## config.mk

```make
export PLATFORM = sky130hd
export DESIGN_NAME = bus_mux_reg
export DESIGN_NICKNAME = d
export VERILOG_FILES = /design/src/rtl/bus_mux_reg.sv
export SDC_FILE = /design/constraint.sdc
export NUM_CORES = 1
export LEC_CHECK = 0
export CORE_AREA = 2 2 435 437
export DETAILED_ROUTE_END_ITERATION = 8
export DIE_AREA = 0 0 437 439
export HOLD_SLACK_MARGIN = 0.12
export PLACE_DENSITY = 0.3
export SYNTH_ARGS = -nofsm -noshare
export SYNTH_HDL_FRONTEND = slang
export SYNTH_SLANG_ARGS = --single-unit
```

## constraint.sdc

```tcl
create_clock -name clk -period 5.1 [get_ports clk]
set_clock_uncertainty 0.15 [all_clocks]
set_input_delay 1.02 -clock clk [delete_from_list [all_inputs] [get_ports clk]]
set_output_delay 1.02 -clock clk [all_outputs]
set_load 0.05 [all_outputs]
```

## src/rtl/bus_mux_reg.sv

```systemverilog
// Registered NSRC-to-1 one-hot bus multiplexer with stall, multi-select detection,
// saturating error counter and encoded source index. Optional macro: BUS_MUX_PRIORITY_EN.
module bus_mux_reg #(
  parameter int WIDTH        = 32,
  parameter int NSRC         = 32,
  parameter int IDX_W        = $clog2(NSRC),
  parameter int CNT_W        = 8,
  parameter int HOLD_ON_IDLE = 1
) (
  input  logic                   clk,
  input  logic                   rst_n,
  input  logic [NSRC-1:0]        src_out,
  input  logic [NSRC*WIDTH-1:0]  src_data,
  input  logic                   bus_en,
  input  logic                   err_clr,
  output logic [WIDTH-1:0]       bus_out,
  output logic                   bus_valid,
  output logic [IDX_W-1:0]       bus_src,
  output logic                   sel_err,
  output logic [CNT_W-1:0]       err_cnt
);

  localparam logic [CNT_W-1:0] CNT_MAX = {CNT_W{1'b1}};

  logic [WIDTH-1:0] bus_out_q, bus_out_d;
  logic             bus_valid_q, bus_valid_d;
  logic [IDX_W-1:0] bus_src_q, bus_src_d;
  logic             sel_err_q, sel_err_d;
  logic [CNT_W-1:0] err_cnt_q, err_cnt_d;

  logic             any_s;
  logic             multi_s;
  logic [IDX_W-1:0] low_idx_s;
  logic [WIDTH-1:0] low_data_s;

  // Clearing the lowest set bit leaves something only when two or more strobes are set.
  assign any_s   = |src_out;
  assign multi_s = |(src_out & (src_out - NSRC'(1)));

  // Lowest-indexed set strobe and its data; for a one-hot select this is the only one.
  always_comb begin
    low_idx_s  = '0;
    low_data_s = '0;
    for (int i = NSRC - 1; i >= 0; i--) begin
      low_idx_s  = src_out[i] ? IDX_W'(i) : low_idx_s;
      low_data_s = src_out[i] ? src_data[i*WIDTH +: WIDTH] : low_data_s;
    end
  end

  // Next-state for the bus register, source index, valid flag and error pulse.
  always_comb begin
    bus_out_d   = bus_out_q;
    bus_valid_d = bus_valid_q;
    bus_src_d   = bus_src_q;
    sel_err_d   = 1'b0;
    if (bus_en) begin
      if (multi_s) begin
        sel_err_d = 1'b1;
`ifdef BUS_MUX_PRIORITY_EN
        bus_out_d   = low_data_s;
        bus_src_d   = low_idx_s;
        bus_valid_d = 1'b1;
`else
        bus_valid_d = 1'b0;
`endif
      end else if (any_s) begin
        bus_out_d   = low_data_s;
        bus_src_d   = low_idx_s;
        bus_valid_d = 1'b1;
      end else begin
        bus_valid_d = 1'b0;
        if (HOLD_ON_IDLE == 0) begin
          bus_out_d = '0;
        end else begin
          bus_out_d = bus_out_q;
        end
      end
    end else begin
      sel_err_d = 1'b0;
    end
  end

  // Error counter: clear dominates, otherwise count multi-selects up to saturation.
  always_comb begin
    err_cnt_d = err_cnt_q;
    if (err_clr) begin
      err_cnt_d = '0;
    end else if (bus_en && multi_s && (err_cnt_q != CNT_MAX)) begin
      err_cnt_d = err_cnt_q + CNT_W'(1);
    end else begin
      err_cnt_d = err_cnt_q;
    end
  end

  // Output and counter registers.
  always_ff @(posedge clk or negedge rst_n) begin
    if (!rst_n) begin
      bus_out_q   <= '0;
      bus_valid_q <= 1'b0;
      bus_src_q   <= '0;
      sel_err_q   <= 1'b0;
      err_cnt_q   <= '0;
    end else begin
      bus_out_q   <= bus_out_d;
      bus_valid_q <= bus_valid_d;
      bus_src_q   <= bus_src_d;
      sel_err_q   <= sel_err_d;
      err_cnt_q   <= err_cnt_d;
    end
  end

  assign bus_out   = bus_out_q;
  assign bus_valid = bus_valid_q;
  assign bus_src   = bus_src_q;
  assign sel_err   = sel_err_q;
  assign err_cnt   = err_cnt_q;

endmodule
```

-- Word-level counts from Yosys, hierarchy flattened
Cells that the tools add are included.
- flip-flop bits (word level): 47
- input port bits: 1060
- output and inout bits: 47
- word-level logic and storage cells: 86
- add/sub/neg operators: 2
- equality and inequality tests: 1
- muxes and demuxes: 70
- bitwise gates (word level): 2
- reductions and logical operators: 6
- operators by type and width (kind ; count):
    2-to-1 mux 32 bit ; 32
    2-to-1 mux 5 bit ; 32
    OR reduction 32 bit ; 2
    AND 32 bit ; 1
    subtractor 32 x 1 -> 32 bit, second input constant ; 1
    2-to-1 mux 8 bit ; 2
    adder 8 x 1 -> 8 bit, second input constant ; 1
    != test 8 bit, second input constant ; 1
    2-to-1 mux 1 bit ; 4
    AND reduction 3 bit ; 1
    logical AND 1 bit ; 2
    nonzero test 2 bit ; 1
    NOT 1 bit ; 1

-- Logic depth before layout (Yosys ltp)
Gate-level depths: netlist (run 1).
- word-level depth: 32
- depth in mapped cells: 12
- gate-level depth less buffers: 8

-- Least setup slack after synthesis (run 1)
Ideal clock, no wire load.
- path kind: input -> register
- start: in src_out[1]
- end: reg bus_out_q[17], in the netlist bus_out[17]
- setup time: 0.125 ns
- arrival time: 4.004 ns
- data required time: 4.825 ns
- path slack: 0.821 ns
- stages on the path: 10
- path buffers: 3
- cells stage by stage: clkbuf_1 -> or4_1 -> buf_2 -> or4_4 -> or4_1 -> a211oi_1 -> nand4_1 -> nor3_2 -> buf_2 -> mux2_2
- longest elaborated chain between the ends: 5
- elaborated cells on any way between the ends: 8
- those cells by class: 1 x add/sub; 2 x mux; 2 x bitwise; 3 x reduce/logical
- RTL lines (item ; line ; source):
    start: declaration ; 12 ; input logic [NSRC-1:0] src_out,
    subtractor 32 x 1 -> 32 bit ; 38 ; assign multi_s = |(src_out & (src_out - NSRC'(1)));
    AND 32 bit ; 38 ;
    OR reduction 32 bit ; 38 ;
    NOT 1 bit (no line) ; - ;
    AND reduction 3 bit (no line) ; - ;
    end signal: assignment ; 104 ; bus_out_q <= bus_out_d;
    end: declaration ; 25 ; logic [WIDTH-1:0] bus_out_q, bus_out_d;
Parallel ways exist; a longest one is shown, timed or not.
A chain may end at the register's enable or synchronous reset.

-- Worst setup path after layout (run 1)
- start: in src_out[6]
- end: reg bus_out_q[11], in the netlist bus_out[11]
- longest elaborated chain between the ends: 7
- elaborated cells on any way between the ends: 13
- those cells by class: 1 x add/sub; 7 x mux; 2 x bitwise; 3 x reduce/logical
- RTL lines (item):
    branches (longest 7 deep; another with subtractor 32 x 1 -> 32 bit)
Several ways; the timed one is not identified.

==> run summary, run 1 <==
Final ANT Viol Nets: 0
worst hold margin: 351 ps
crit-path max FO: 15
synthesized cell area: 0.0111 mm^2
RSZ-0062 raised after global routing: no
Warnings, synthesis: 0
Crit path arrival time: 5150 ps
most frequent cells in the layout: clkdlybuf4s50_1 (1086), buf_4 (171), a221oi_1 (158)
Worst-Margin Slew: 1310 ps
die width: 437 um
vias in the first global route: 20900
Peak Freq: 0.199 GHz
Design Power: 2.82 mW
Unique masters post-synth: 58
CTS sink cnt: 47
DRT Pass-1 Iters: 5
cts bufs inserted: 5
Synth top area share: 0.129
wire length per cell: 34.9 um
first-pass GRT wire length: 228000 um
Area growth syn-to-layout: 139%
sequential-to-total area share from yosys stat: 0.106
Worst Setup Start Kind: primary input
syn_area_per_cell: 6.96 um^2
PwrDens: 107 mW/mm^2
RePlAce Congestion: 0.889
NumNets Final: 3756
via/cell ratio: 3.88
DR DRC count: 0
max-slew violations: 0
initial DRC count: 1399
Routed Wire Length: 182000 um
CP Class: in -> reg
commonest non-fill, non-tap cell in the layout: clkdlybuf4s50_1
H-tree Lvls: 2
max-cap violations: 0
setup TNS: 0 ps
Max rail drop VDD: 0.106 mV
worst min-delay path category: reg -> reg
IO buf count: 1106
# setup viols final: 0
Synth area leader: a221oi_1
Clk pin slew, worst setup/hold paths: 80 ps
Die Area: 0.192 mm^2
Req. time, crit path: 5220 ps
vias after detailed routing: 20200
Post-synth EDFFs: 0
Setup Buffers After CTS: 0
Rel. slew slack: 0.117
largest net degree at the start of global routing: 61
Final HPWL DP: 160000 um
antenna violations before repair: 82
flops & latches, synth: 47
Final Hold Viols: 0
part of the cycle the worst path needs: 0.986
I/O pins: 1107
std cell rows: 159
gr ovfl total: 0
Die Y-Extent: 439 um
CTS tree: done
layout cells sized above 1: 0.0991
CP Capture Type: register
Initial Utilization: 0.0591
Clock Latency Late Sink: 330 ps
clock period minus worst slack: 5030 ps
CTS Hold Bufs: 0
Total Routing Usage GR: 0.180
Synth Instances: 1589
Synth Flop Type: dfrtp_1
largest cells by area after synthesis: a221oi_1 (13%), dfrtp_1 (11%), a221o_1 (10%), nor2b_1 (7.4%), o21ai_0 (6.6%)
ys async rst share: 1.00
post-synthesis net count: 2650
LEAKAGE: 8.59 nW
Root Driver: clkbuf_16
maximum clock path buffer count: 2
Core Area: 0.187 mm^2
status: complete, no violations
path summary, 6_finish.rpt:
| path | to | startpoint | depth (start not counted) | slack (ps) |
|---|---|---|---|---|
| min in group asynchronous | sel_err | rst_n | 1 | 580 |
| max in group asynchronous | bus_out[27] | rst_n | 1 | 3570 |
| worst min-delay path | bus_valid | bus_valid | 1 | 350 |
| worst max-delay path | bus_out[11] | src_out[6] | 10 | 70 |
| worst min register to register | bus_valid | bus_valid | 1 | 350 |
| worst max register to register | err_cnt[6] | err_cnt[0] | 6 | 3150 |
synthesized netlist by cell type (9+ instances only):
cell type and instances:
clkbuf_1 178, a221oi_1 163, o21ai_0 146, nor2b_1 131, a221o_1 113, nor2_1 69
a21oi_1 60, nand2b_1 60, a22oi_1 58, nand2_1 56, dfrtp_1 47, nor3_1 39
o31ai_1 36, a211oi_1 35, a31oi_1 35, nand4_1 33, o211ai_1 33, or4_1 33
nand3_1 30, o2111ai_1 29, and3_1 27, o221ai_1 27, inv_1 25, a2111oi_0 11
nand3b_1 11, o22ai_1 11, buf_1 10, mux2_2 9
power by group:
group          switching (mW)  internal, mW  total [mW]  leakage, nW
Combinational           0.983          1.04        2.02         7.87
Clock                   0.192         0.231       0.422       0.0771
Sequential            0.00232         0.374       0.377        0.648
Total                    1.18          1.64        2.82         8.59
metal layers:
| metal | global-route usage | part of all wire |
|---|---|---|
| met2 | 0.345 | 0.54 |
| met5 | 0 | 0.0014 |
| met1 | 0.205 | 0.38 |
| met4 | 0.0388 | 0.021 |
| met3 | 0.0331 | 0.058 |
layout make-up:
cell class | instances | area, um^2
diodes | 22 | 55.1
clock buffers | 6 | 129
clock inverters | 1 | 30.0
fillers | 21500 | 161000
inverters | 27 | 101
multi-input cells | 1316 | 9150
flip-flops and latches | 47 | 1180
well taps | 2495 | 3120
repair buffers | 1298 | 12700
logic make-up (layout without fill, tap and decap cells):
family / after synthesis / after routing / synth area share
xor+xnor: 1 / 1 / 0.000792
buf+inv: 226 / 1332 / 0.0803
flops: 47 / 47 / 0.106
other cells: 0 / 22 / 0
compound gates: 783 / 783 / 0.535
fa+ha+maj: 3 / 3 / 0.00294
mux: 11 / 11 / 0.0111
simple gates: 518 / 518 / 0.264
critical path, stage by stage:
cell and delay [ps]:
clkdlybuf4s50_1 470, or2_2 330, or3_2 670, buf_12 260, nor3_1 440, o211ai_1 370
a221oi_1 780, a21oi_1 130, or4_1 460, a31oi_1 170
metrics by stage:
step / utilization / worst slack (ps) / area [um^2] / cells
after floorplan: - / 821 / 11100 / 1589
after global placement: 0.140 / -767 / 26200 / 5180
after detailed placement: 0.140 / -446 / 26200 / 5183
after CTS: 0.141 / 90.1 / 26400 / 5190
after global routing: 0.141 / 54.1 / 26400 / 5200
final: 0.141 / 71.4 / 26400 / 5212
flip-flops by register name, indices dropped and copies added (netlist names):
name / count
bus_out: 32
bus_valid: 1
sel_err: 1
err_cnt: 8
bus_src: 5
repair_timing:
| action | 4_1_cts | 5_1_grt |
|---|---|---|
| gates resized for setup | 2 | 0 |
| endpoints found under the hold margin | 0 | 0 |
| setup endpoints to repair | 2 | 0 |
Power figures use the tool's default switching activity.
==> run 2: changes to the inputs <==
ABC_AREA = 1   (was default)
CORE_AREA = 2 2 429 431   (was 2 2 435 437)
DIE_AREA = 0 0 431 433   (was 0 0 437 439)
==> run 2 against run 1 <==
  * The flow now finishes with violations (slew limit)
  * Non-clock buffer count is 89 lower
  * First-iteration DRC count is 20% higher
  * Cell count is 12% higher
  * Count of clock-buffer cells in the layout is 1 lower
  * Via count is 8.2% higher
  * Hold slack worse by 1.4 ps
  * Global-route usage is 0.99 points lower
  * Clock power is 4% higher
  * Critical path depth is 14 higher
  * Critical path type unchanged
  * Critical endpoint unchanged
  * Largest cell class unchanged
==> run summary, run 2 <==
status: finished, violations left
violated checks: slew limit
Area growth syn-to-layout: 118%
Worst Setup Start Kind: primary input
gr ovfl total: 0 (unchanged)
CTS Hold Bufs: 0 (unchanged)
Hold Path End: bus_src[1]
RePlAce Congestion: 0.896 (+0.84%)
largest cells by area after synthesis: nand2_1 (28%), nor2_1 (19%), a221oi_1 (19%), dfrtp_1 (9.7%), clkbuf_1 (4.7%)
vias in the first global route: 22300 (+6.7%)
cts bufs inserted: 5 (unchanged)
Initial Utilization: 0.0665 (+0.00741)
Register Area: 0.00118 mm^2 (unchanged)
R2R cell count: 8 (+2)
Final Hold Viols: 0 (unchanged)
DRT Pass-1 Iters: 5 (unchanged)
syn_area_per_cell: 5.02 um^2 (-28%)
crit-path max FO: 40 (+25)
FF-to-FF Start: err_cnt[0]
NumNets Final: 4510 (+20%)
top-count cell post-synth: nand2_1
Clock Latency Late Sink: 320 ps (about the same)
# setup viols final: 0 (unchanged)
max FFs per register: 32 (unchanged)
std cell rows: 157 (-1.3%)
Worst-Margin Slew: 1530 ps (+224 ps)
initial DRC count: 1672 (+20%)
Root Driver: clkbuf_16
synthesized cell area: 0.0121 mm^2 (+9.6%)
CP Capture Type: register
Synth area leader: nand2_1
Post-synth EDFFs: 0 (unchanged)
vias after detailed routing: 21900 (+8.2%)
LEAKAGE: 10.2 nW (+19%)
CTS sink cnt: 47 (unchanged)
max-cap violations: 0 (unchanged)
Synth Instances: 2414 (+52%)
RSZ-0062 raised after global routing: no
CTS tree: done
layout cells sized above 1: 0.0617 (-0.0373)
flops & latches, synth: 47 (unchanged)
die width: 431 um (-1.4%)
top cells by count, synth: nand2_1 (919), nor2_1 (627), a221oi_1 (256), clkbuf_1 (151), nand3_1 (68)
clock period minus worst slack: 4560 ps (-471 ps)
PwrDens: 109 mW/mm^2 (+1.7%)
Clk pin slew, worst setup/hold paths: 90 ps (about the same)
maximum clock path buffer count: 2 (unchanged)
worst min-delay path category: reg -> reg
ys async rst share: 1.00 (unchanged)
Reg-to-Reg End: err_cnt[7]
worst setup slack after layout: 542 ps (+471 ps)
DR DRC count: 0 (unchanged)
antenna violations before repair: 46 (-44%)
Die Area: 0.187 mm^2 (-2.7%)
Routed Wire Length: 168000 um (-8.0%)
post-synthesis net count: 3475 (+31%)
Core Area: 0.182 mm^2 (-2.6%)
CP Class: in -> reg
largest net degree at the start of global routing: 75 (+23%)
Final ANT Viol Nets: 0 (unchanged)
cts repair resizes: 0 (-2)
commonest non-fill, non-tap cell in the layout: clkdlybuf4s50_1
wire length per cell: 28.7 um (-18%)
Peak Freq: 0.219 GHz (+10%)
Warnings, synthesis: 0 (unchanged)
Rel. slew slack: -0.0228 (-0.140)
setup slack, reg-to-reg: 3070 ps (-80 ps)
part of the cycle the worst path needs: 0.894 (-0.0923)
Crit path arrival time: 4610 ps (-540 ps)
pre-CTS setup slack: 90.5 ps (+537 ps)
Hold Path Depth: 2 (+1)
Final HPWL DP: 146000 um (-8.6%)
most frequent cells in the layout: clkdlybuf4s50_1 (1087), nand2_1 (919), nor2_1 (621)
max-slew violations: 1 (+1)
first-pass GRT wire length: 216000 um (-5.5%)
Synth Flop Type: dfrtp_1
Unique masters post-synth: 43 (-26%)
Max rail drop VDD: 0.110 mV (+4.2%)
H-tree Lvls: 2 (unchanged)
Setup Buffers After CTS: 0 (unchanged)
fillers: 21200 (-1.6%)
IO buf count: 1106 (unchanged)
Synth top area share: 0.285 (+0.156)
Total Routing Usage GR: 0.171 (-0.00991)
Worst Hold Launch: bus_src[1]
Req. time, crit path: 5150 ps (-70 ps)
sequential-to-total area share from yosys stat: 0.0971 (-0.00930)
Die Y-Extent: 433 um (-1.4%)
setup TNS: 0 ps (unchanged)
via/cell ratio: 3.74 (-3.6%)
multi-input combinational cell area: 0.00983 mm^2 (+7.5%)
I/O pins: 1107 (unchanged)
==> run 2: metrics by stage <==
stage	utilization	area, um^2	hold slack [ps]	power [mW]	cells
3_3_place_gp	0.144	26200	318	2.46	5826
3_5_place_dp	0.144	26200	335	2.45	5827
5_1_grt	0.145	26400	383	3.02	5841
6_report	0.145	26400	350	2.86	5847
2_1_floorplan	-	12100	574	1.00	2414
4_1_cts	0.145	26400	359	2.91	5835
==> run 2: cells by family after synthesis <==
logic type,share of synthesized area
flops,0.0971
simple gates,0.558
xor+xnor,0.00361
fa+ha+maj,0.00103
compound gates,0.247
buf+inv,0.0938
==> run 2: area by class of cell <==
type	instances	area share
multi-input combinational	2095	0.372
clock inverter	3	0.00175
sequential	47	0.0446
timing repair buffer	1209	0.449
clock buffer	5	0.00474
antenna	12	0.00114
inverter	91	0.0133
tap	2385	0.113
==> run 2: worst max-delay path by stage <==
stage,endpoint,start
floorplan,bus_out[30],src_out[1]
finish,bus_out[11],src_out[25]
detailed placement,bus_out[31],src_out[1]
global placement,bus_out[27],src_out[1]
global route,bus_out[5],src_out[1]
CTS,bus_out[31],src_out[1]
==> run 2: per-layer routing <==
metal | track usage | vias up | part of all wire
met1 | 0.217 | 10700 | 0.43
met2 | 0.311 | 929 | 0.51
met4 | 0.0120 | 22 | 0.0068
li1 | - | 10100 | -
met5 | 0 | - | 0.00078
met3 | 0.0283 | 89 | 0.060
==> run 2: critical path: stages <==
cell	delay, ps
clkdlybuf4s50_1	490
inv_2	100
buf_12	220
nand2_1	80
a31oi_1	330
nand2_1	430
nand2_1	150
nand2_1	60
nand2_1	100
nand2_1	60
nand2_1	70
nand2_1	50
nand2_1	300
nand2_1	140
nand2_1	150
nand2_1	80
nand2_1	260
nand2_1	90
nand2_1	70
nand2_1	50
nand2_1	70
nand2_1	70
nand3_1	80
nand2_1	50
==> run 2: power breakdown <==
| group | switching (mW) | leakage, nW | total, mW | internal [mW] |
|---|---|---|---|---|
| combinational | 1.04 | 9.46 | 2.05 | 1.00 |
| clock | 0.204 | 0.0805 | 0.439 | 0.235 |
| sequential | 0.00330 | 0.653 | 0.378 | 0.375 |
| total | 1.25 | 10.2 | 2.86 | 1.61 |
